## config.mk

```make
export PLATFORM = sky130hd
export DESIGN_NAME = tap_per_counter
export DESIGN_NICKNAME = d
export VERILOG_FILES = /design/src/rtl/tap_per_counter_pkg.sv /design/src/rtl/timepulse_gen.sv /design/src/rtl/tap_per_counter.sv
export SDC_FILE = /design/constraint.sdc
export NUM_CORES = 1
export LEC_CHECK = 0
export CORE_MARGIN = 3
export CORE_UTILIZATION = 48
export CTS_BUF_LIST = sky130_fd_sc_hd__clkbuf_4 sky130_fd_sc_hd__clkbuf_8
export CTS_CLUSTER_DIAMETER = 30
export DETAILED_ROUTE_END_ITERATION = 12
export GPL_ROUTABILITY_DRIVEN = 0
export PLACE_DENSITY = 0.79
export SYNTH_ARGS = -nofsm -noshare
export SYNTH_HDL_FRONTEND = slang
export SYNTH_SLANG_ARGS = --single-unit
```

## constraint.sdc

```tcl
create_clock -name clk_i -period 6.15 [get_ports clk_i]
set_clock_uncertainty 0.15 [all_clocks]
set_input_delay 0.615 -clock clk_i [delete_from_list [all_inputs] [get_ports clk_i]]
set_output_delay 0.615 -clock clk_i [all_outputs]
set_load 0.05 [all_outputs]
```

## src/rtl/tap_per_counter_pkg.sv

```systemverilog
// Shared tap-tempo definitions: state encoding and the derived period/BPM sizing
// helpers, so the period counter and the downstream divider agree on widths.
package tap_per_counter_pkg;

  localparam longint unsigned MIN_NS = 64'd60_000_000_000;

  typedef enum logic {
    S_IDLE  = 1'b0,
    S_COUNT = 1'b1
  } state_e;

  function automatic int btn_per_max(input int clk_per_ns, input int tp_cycle);
    longint unsigned v;
    v = (MIN_NS / 64'(clk_per_ns)) / 64'(tp_cycle);
    return int'(v);
  endfunction

  function automatic int btn_per_size(input int clk_per_ns, input int tp_cycle);
    return $clog2(1 + btn_per_max(clk_per_ns, tp_cycle));
  endfunction

  function automatic int btn_per_min(input int clk_per_ns, input int tp_cycle, input int bpm_max);
    return btn_per_max(clk_per_ns, tp_cycle) / bpm_max;
  endfunction

  function automatic int bpm_size(input int bpm_max);
    return $clog2(1 + bpm_max);
  endfunction

endpackage

```

## src/rtl/timepulse_gen.sv

```systemverilog
// Time-pulse prescaler: free-running 0..TP_CYCLE-1 counter, tick on the last
// phase, with a synchronous restart that makes the restart cycle phase 0.
module timepulse_gen #(
  parameter int TP_CYCLE = 5120
) (
  input  logic clk_i,
  input  logic rst_ni,
  input  logic restart_i,
  output logic tick_o
);

  localparam int CW = (TP_CYCLE > 1) ? $clog2(TP_CYCLE) : 1;
  localparam logic [CW-1:0] LAST   = CW'(TP_CYCLE - 1);
  localparam logic [CW-1:0] PHASE1 = (TP_CYCLE > 1) ? CW'(1) : '0;

  logic [CW-1:0] cnt_q, cnt_d;

  // The restart cycle counts as phase 0, so the next cycle is already phase 1.
  always_comb begin
    if (restart_i)          cnt_d = PHASE1;
    else if (cnt_q == LAST) cnt_d = '0;
    else                    cnt_d = cnt_q + CW'(1);
  end

  always_ff @(posedge clk_i or negedge rst_ni) begin
    if (!rst_ni) cnt_q <= '0;
    else         cnt_q <= cnt_d;
  end

  assign tick_o = (cnt_q == LAST);

endmodule

```

## src/rtl/tap_per_counter.sv

```systemverilog
// Tap period counter: measures ticks between debounced rising edges of btn_i.
// Optional 4-period running average is enabled by defining TAP_AVG_EN.
module tap_per_counter
  import tap_per_counter_pkg::*;
#(
  parameter  int CLK_PER_NS   = 40,
  parameter  int TP_CYCLE     = 5120,
  localparam int BTN_PER_MAX  = btn_per_max(CLK_PER_NS, TP_CYCLE),
  localparam int BTN_PER_SIZE = btn_per_size(CLK_PER_NS, TP_CYCLE)
) (
  input  logic                    clk_i,
  input  logic                    rst_ni,
  input  logic                    btn_i,
  output logic [BTN_PER_SIZE-1:0] btn_per_o,
  output logic                    btn_per_valid,
  output logic                    tp_o
);

  localparam int W = BTN_PER_SIZE;
  localparam logic [W-1:0] CNT_TIMEOUT = W'(BTN_PER_MAX);

  logic         btn_q, btn_d;
  state_e       state_q, state_d;
  logic [W-1:0] cnt_q, cnt_d, cnt_inc;
  logic [W-1:0] per_q, per_d, emit_val;
  logic         valid_q, valid_d;
  logic         tap, tick, emit, timeout;

  assign tap     = btn_i & ~btn_q;
  assign cnt_inc = cnt_q + W'(1);

  timepulse_gen #(.TP_CYCLE(TP_CYCLE)) u_tp (
    .clk_i     (clk_i),
    .rst_ni    (rst_ni),
    .restart_i (tap),
    .tick_o    (tick)
  );

  // A tap in the same cycle as a tick wins; the tick is simply not counted.
  always_comb begin
    btn_d   = btn_i;
    state_d = state_q;
    cnt_d   = cnt_q;
    per_d   = per_q;
    valid_d = 1'b0;
    emit    = 1'b0;
    timeout = 1'b0;
    case (state_q)
      S_IDLE: begin
        if (tap) begin
          state_d = S_COUNT;
          cnt_d   = '0;
        end
      end
      S_COUNT: begin
        if (tap) begin
          emit    = 1'b1;
          per_d   = emit_val;
          valid_d = 1'b1;
          cnt_d   = '0;
        end else if (tick) begin
          if (cnt_inc == CNT_TIMEOUT) begin
            timeout = 1'b1;
            state_d = S_IDLE;
            cnt_d   = '0;
          end else begin
            cnt_d = cnt_inc;
          end
        end
      end
      default: begin
        state_d = S_IDLE;
        cnt_d   = '0;
      end
    endcase
  end

  always_ff @(posedge clk_i or negedge rst_ni) begin
    if (!rst_ni) begin
      btn_q   <= 1'b0;
      state_q <= S_IDLE;
      cnt_q   <= '0;
      per_q   <= '0;
      valid_q <= 1'b0;
    end else begin
      btn_q   <= btn_d;
      state_q <= state_d;
      cnt_q   <= cnt_d;
      per_q   <= per_d;
      valid_q <= valid_d;
    end
  end

`ifdef TAP_AVG_EN
  localparam int SW = W + 2;

  logic [W-1:0]  hist_q [4];
  logic [W-1:0]  hist_d [4];
  logic [SW-1:0] sum_q, sum_d, sum_next;
  logic [2:0]    fill_q, fill_d;

  // Unfilled history slots are zero, so dropping hist_q[3] is always safe.
  always_comb begin
    sum_next = sum_q + SW'(cnt_q) - SW'(hist_q[3]);
    emit_val = (fill_q >= 3'd3) ? sum_next[SW-1:2] : cnt_q;
  end

  always_comb begin
    hist_d = hist_q;
    sum_d  = sum_q;
    fill_d = fill_q;
    if (timeout) begin
      for (int i = 0; i < 4; i++) hist_d[i] = '0;
      sum_d  = '0;
      fill_d = '0;
    end else if (emit) begin
      hist_d[0] = cnt_q;
      for (int i = 1; i < 4; i++) hist_d[i] = hist_q[i-1];
      sum_d = sum_next;
      if (fill_q != 3'd4) fill_d = fill_q + 3'd1;
    end
  end

  always_ff @(posedge clk_i or negedge rst_ni) begin
    if (!rst_ni) begin
      for (int i = 0; i < 4; i++) hist_q[i] <= '0;
      sum_q  <= '0;
      fill_q <= '0;
    end else begin
      hist_q <= hist_d;
      sum_q  <= sum_d;
      fill_q <= fill_d;
    end
  end
`else
  assign emit_val = cnt_q;
`endif

  assign btn_per_o     = per_q;
  assign btn_per_valid = valid_q;
  assign tp_o          = tick;

endmodule

```

==> impl_metrics.ini, run 1 <==
[finish]
antenna_cells = 0
final_cell_mix = dfrtp_1, nor2_1, nand3_1
fin_area_um2 = 3089
final_util = 0.5826
synthToLayoutAreaGrowth_pct = 13.52
drive_gt1_frac = 0.1088
nets = 298
layout_commonest_cell = dfrtp_1

[setup_path]
path_delay_family = simple AND/OR/NAND/NOR gates
required_ps = 5380
critPathLaunchType = register
arrival_ps = 2420
path_buf_inv = 1
worstSetupPathType = reg2out
max_stage_delay_ps = 820
cp_slowest_cell = clkdlybuf4s50_1
critPathCaptureType = primary output
cp_max_fo = 5
r2r_slack_ps = 3290
crit_chain = and4_1, and3_1, nand4_1, nor2_1, clkdlybuf4s50_1

[global_routing]
grt_pass1_vias = 2093
grt.overflow.total = 0
grt_usage = 0.1874
grt_pass1_wl_um = 9604
antenna_found_initial = 0
grt_max_degree = 55

[floorplanning]
dieArea_um2 = 6609
start_util = 0.5132
die_y_um = 81.30
die_w_um = 81.30
fp-row-count = 26
core-area_um2 = 5303
ios = 24

[sta]
rsz0062_at_grt = no
fin_crit_ps = 3182
fin_crit_sh = 0.5174
slew_viol_final = 0
report.final.setup_viol = 0
setup_tns_ps = 0
hold_viol = 0
fmax_ghz = 0.3143
tightest_slew_ps = 868.9
slew_headroom = 0.4194

[clock_tree]
cts_max_level = 2
insertion_delay_ps = 310
cts_num_sinks = 54
hold_buffers = 0
cts_buffers = 5
post_cts_resized = 0
postCtsSetupRepairBufs = 0
cts_tree = done
path_clk_slew_ps = 100
root_buffer = clkbuf_8
cts_buffer_depth = 2

[run]
drv_cap = 0

[synthesis]
syn_inst = 273
ys_types = 42
synth_ff_type = dfrtp_1
syn_area_per_cell_um2 = 9.968
synth.net_count = 278
synth_seq_area_share = 0.4966
ys_async_sr_fraction = 1.000
synth_warnings = 0
synthesis.area_um2 = 2721
synth-seq-cells = 54
synth_edf_count = 0

[route]
ant_nets = 0
routed_via_density = 5.701
drc = 0
dr.pass1.iters = 4
drt_iter0_drc = 194
wl_per_cell_um = 14.62
wl_um = 5320
vias = 2075

[min_path]
worst_hold_path_type = in2async

[power_and_ir_drop]
netSwitchingFraction = 0.2542
comb_power_share = 0.086
pwr-share-clk = 0.317
ir_worst_vdd_v = 0.0001477
p_int_mw = 0.4796
p_switching_mw = 0.1634
leakage_nw = 1.261
power_density_nw_per_um2 = 208.1
sequentialPowerShare = 0.597

[placed_design]
dp_hpwl_um = 3577
io_buffers = 23
post_dp_cell_area_um2 = 2994

[run_status]
status = finished clean
## through the flow
stage	total power [mW]	setup WS [ps]	hold slack (ps)	std cells
6_report	0.6430	2968	253.9	364
5_1_grt	0.6749	2831	321.8	364
4_1_cts	0.6503	2970	296.1	364
3_5_place_dp	0.4466	3266	321.4	356
3_3_place_gp	0.4442	3313	312.6	356
2_1_floorplan	0.4254	3670	169.4	273
## kinds of logic after synthesis
group,share of synthesized area
flops,0.4966
fa+ha+maj,0.009194
mux,0.06575
compound gates,0.08000
simple gates,0.2386
buf+inv,0.03265
xor+xnor,0.07724
## state kept, by name, summed over array words and instances (netlist names)
| register | cells |
|---|---|
| btn_q | 1 |
| state_q | 1 |
| cnt_q | 19 |
| u_tp.cnt_q | 13 |
| btn_per_valid | 1 |
| btn_per_o | 19 |
## synth_stat cells (2+ instances only)
| master | number | area (um^2) |
|---|---|---|
| nor2b_1 | 4 | 25.02 |
| a211oi_1 | 2 | 15.01 |
| xor2_1 | 14 | 122.6 |
| clkbuf_1 | 7 | 26.28 |
| buf_2 | 5 | 25.02 |
| o32ai_1 | 2 | 17.52 |
| o21ai_1 | 5 | 25.02 |
| o211ai_1 | 2 | 15.01 |
| ha_1 | 2 | 25.02 |
| a21oi_1 | 6 | 30.03 |
| nor3_1 | 6 | 30.03 |
| nor4_1 | 5 | 31.28 |
| nand2_1 | 17 | 63.81 |
| nand4_1 | 11 | 68.82 |
| or3_1 | 3 | 18.77 |
| dfrtp_1 | 54 | 1351 |
| nand2b_1 | 3 | 18.77 |
| inv_1 | 7 | 26.28 |
| nand3_1 | 23 | 115.1 |
| nor2_1 | 36 | 135.1 |
| o21ai_0 | 10 | 50.05 |
| a31oi_1 | 4 | 25.02 |
| mux2_2 | 15 | 168.9 |
| and4_1 | 3 | 26.28 |
| xnor2_1 | 10 | 87.58 |
## worst reg2reg max path, cell delays in order, from the launching register on
cell and delay, ps:
dfrtp_1 470, ha_1 340, nand4_1 220, nor4_1 370
xnor2_1 160, nand4_1 190, nor4_4 640, o32ai_1 180
## area by class of cell
type,count,area [um^2]
flip-flops and latches,54,1351
multi-input cells,199,1281
clock buffers,6,82.58
repair buffers,26,247.7
clock inverters,2,12.51
inverters,7,26.28
well taps,70,87.58
fillers,471,2213
## layer usage
layer / GRT usage / up-vias / routed length [um] / part of all wire
li1: - / 1009 / - / -
met1: 0.2426 / 1006 / 2351 / 0.44
met2: 0.3094 / 54 / 2613 / 0.49
met3: 0.03659 / 6 / 273 / 0.051
met4: 0.07095 / 0 / 82 / 0.015
met5: 0 / - / 0 / 0
## power groups by stage
stage                     Clock, mW  Combinational (mW)  Sequential, mW
final                         0.204              0.0551           0.384
after global routing          0.225              0.0635           0.386
after CTS                     0.210              0.0568           0.383
after detailed placement          0              0.0564           0.390
after global placement            0              0.0546           0.390
after floorplan                   0              0.0325           0.393
## final timing paths
check                                endpoint  cells past startpoint          start
worst max-delay path                     tp_o                      5  u_tp.cnt_q[2]
worst min-delay path             btn_per_o[5]                      2         rst_ni
worst max register to register      cnt_q[12]                      7       cnt_q[1]
worst min register to register  btn_per_o[16]                      2  btn_per_o[16]
max in group asynchronous            cnt_q[4]                      2         rst_ni
min in group clk_i              btn_per_o[16]                      2  btn_per_o[16]
Power figures use the tool's default switching activity.
==> run 2: changes to the inputs <==
--- a/config.mk
+++ b/config.mk
@@ -11,7 +11,7 @@
 export CTS_CLUSTER_DIAMETER = 30
 export DETAILED_ROUTE_END_ITERATION = 12
 export GPL_ROUTABILITY_DRIVEN = 0
-export PLACE_DENSITY = 0.79
+export PLACE_DENSITY = 0.82
 export SYNTH_ARGS = -nofsm -noshare
 export SYNTH_HDL_FRONTEND = slang
 export SYNTH_SLANG_ARGS = --single-unit
==> constraint.sdc (replaced) <==
create_clock -name clk_i -period 2.8 [get_ports clk_i]
set_clock_uncertainty 0.15 [all_clocks]
set_input_delay 0.28 -clock clk_i [delete_from_list [all_inputs] [get_ports clk_i]]
set_output_delay 0.28 -clock clk_i [all_outputs]
set_load 0.05 [all_outputs]
==> run 2 against run 1 <==
Sequential share of layout area shrank 0.97 points. Flip-flop and latch count is the same. Largest power group unchanged. Die area is the same.
==> impl_metrics.ini, run 2 (synthesis results as in run 1) <==
[sta]
fin_crit_sh = 0.9052
slew_viol_final = 0
fin_ws_ps = 265.6
whs_ps = 281.8
slew_headroom = 0.6007
setup_tns_ps = 0
rsz0062_at_grt = no
fmax_ghz = 0.3946
tightest_slew_ps = 595.0
fin_crit_ps = 2534
hold_viol = 0
report.final.setup_viol = 0

[global_routing]
antenna_found_initial = 0
grt_usage = 0.1850
grt_max_degree = 36
grt.overflow.total = 0
grt_pass1_vias = 1986
grt_pass1_wl_um = 9342

[clock_tree]
path_clk_slew_ps = 90
cts_buffer_depth = 2
cts_num_sinks = 54
insertion_delay_ps = 310
cts_buffers = 5
root_buffer = clkbuf_8
cts_max_level = 2
cts_tree = done

[power_and_ir_drop]
netSwitchingFraction = 0.2536
sequentialPowerShare = 0.605
comb_power_share = 0.091
pwr-share-clk = 0.304
leakage_nw = 1.299
power_density_nw_per_um2 = 440.9
p_switching_mw = 0.3532
ir_worst_vdd_v = 0.0003207
p_int_mw = 1.040

[setup_path]
crit_chain = nand4_2, or3_4, nor4b_4, o22ai_1, nor4_4, buf_4, a22oi_1
crit_path_end = state_q
r2r_slack_ps = 270
r2r-end = state_q
cp_max_fo = 10
crit_start = cnt_q[3]
worstSetupPathType = reg2reg
worst-path-stages = 7
path_buf_inv = 1
critPathCaptureType = register
path_delay_family = simple AND/OR/NAND/NOR gates
arrival_ps = 2560
reg2reg_depth = 7
cp_slowest_cell = dfrtp_1
required_ps = 2830
max_stage_delay_ps = 530
critPathLaunchType = register
r2r_start = cnt_q[3]

[floorplanning]
die_w_um = 81.30
start_util = 0.5132
fp-row-count = 26
core-area_um2 = 5303
ios = 24
die_y_um = 81.30
dieArea_um2 = 6609

[route]
drt_iter0_drc = 211
ant_nets = 0
wl_um = 5462
drc = 0
wl_per_cell_um = 14.68
wl_met1_um = 2481
wl_met3_um = 283
dr.pass1.iters = 4
wl_met2_um = 2608
dr.max_layer_used = met4
vias = 2101
routed_via_density = 5.648

[placed_design]
io_buffers = 23
place_ws_ps = 186.8
dp_hpwl_um = 3882
post_dp_cell_area_um2 = 3052
dp.cells = 364

[finish]
antenna_cells = 0
nets = 307
final_cells = 372
final_cell_mix = dfrtp_1, nor2_1, nand3_1
drive_gt1_frac = 0.1424
layout_commonest_cell = dfrtp_1
fin_area_um2 = 3159
synthToLayoutAreaGrowth_pct = 16.09

[min_path]
worst_hold_path_type = in2async

[run]
drv_cap = 0

[run_status]
status = finished clean
[run 2: cell count changes in the layout (fill, tap and decap cells not counted)]
cell,change
buf_4,+9
clkbuf_4,+1
clkbuf_8,-1
clkdlybuf4s50_1,-1
clkinv_2,-1
dlygate4sd3_1,+1
ha_1,-1
ha_2,+1
nor3_1,-1
nor3_2,+1
nor4_1,-1
nor4_2,+1
[run 2: cell type report]
cell class	count	area [um^2]
tap	70	87.58
timing repair buffer	35	315.3
multi-input combinational	199	1295
fill	452	2143
sequential	54	1351
inverter	7	26.28
clock inverter	1	7.507
clock buffer	6	76.32
[run 2: worst min-delay path by stage]
stage / from / to / slack (ps)
after floorplan: rst_ni / btn_per_o[0] / -170
after global placement: rst_ni / btn_per_o[5] / 90
after detailed placement: rst_ni / btn_per_o[5] / 100
after CTS: rst_ni / btn_per_o[11] / 290
after global routing: btn_i / btn_q / 310
final: rst_ni / btn_per_o[9] / 280
[run 2: power by group through the flow]
stage                     registers, mW  logic, mW  clock network, mW
after global placement            0.854      0.125                  0
after global routing              0.848      0.143              0.462
after CTS                         0.841      0.130              0.436
final                             0.842      0.127              0.423
after floorplan                   0.863     0.0713                  0
after detailed placement          0.856      0.129                  0
[run 2: timing repair]
item,in CTS,in global routing
gates resized for setup,0,3
buffers inserted,0,0
hold buffers,1,0
endpoints found under the hold margin,19,0
endpoints found under the setup margin,0,7
[run 2: routing by layer]
metal	GRT usage	vias up
met5	0	-
met1	0.2484	1016
met4	0.06757	0
li1	-	1025
met2	0.2875	49
met3	0.04878	11
[run 2: metrics by stage]
step,util,power [mW]
floorplan,-,0.9344
global placement,0.5755,0.9790
detailed placement,0.5755,0.9849
CTS,0.5932,1.408
global route,0.5958,1.453
finish,0.5958,1.393
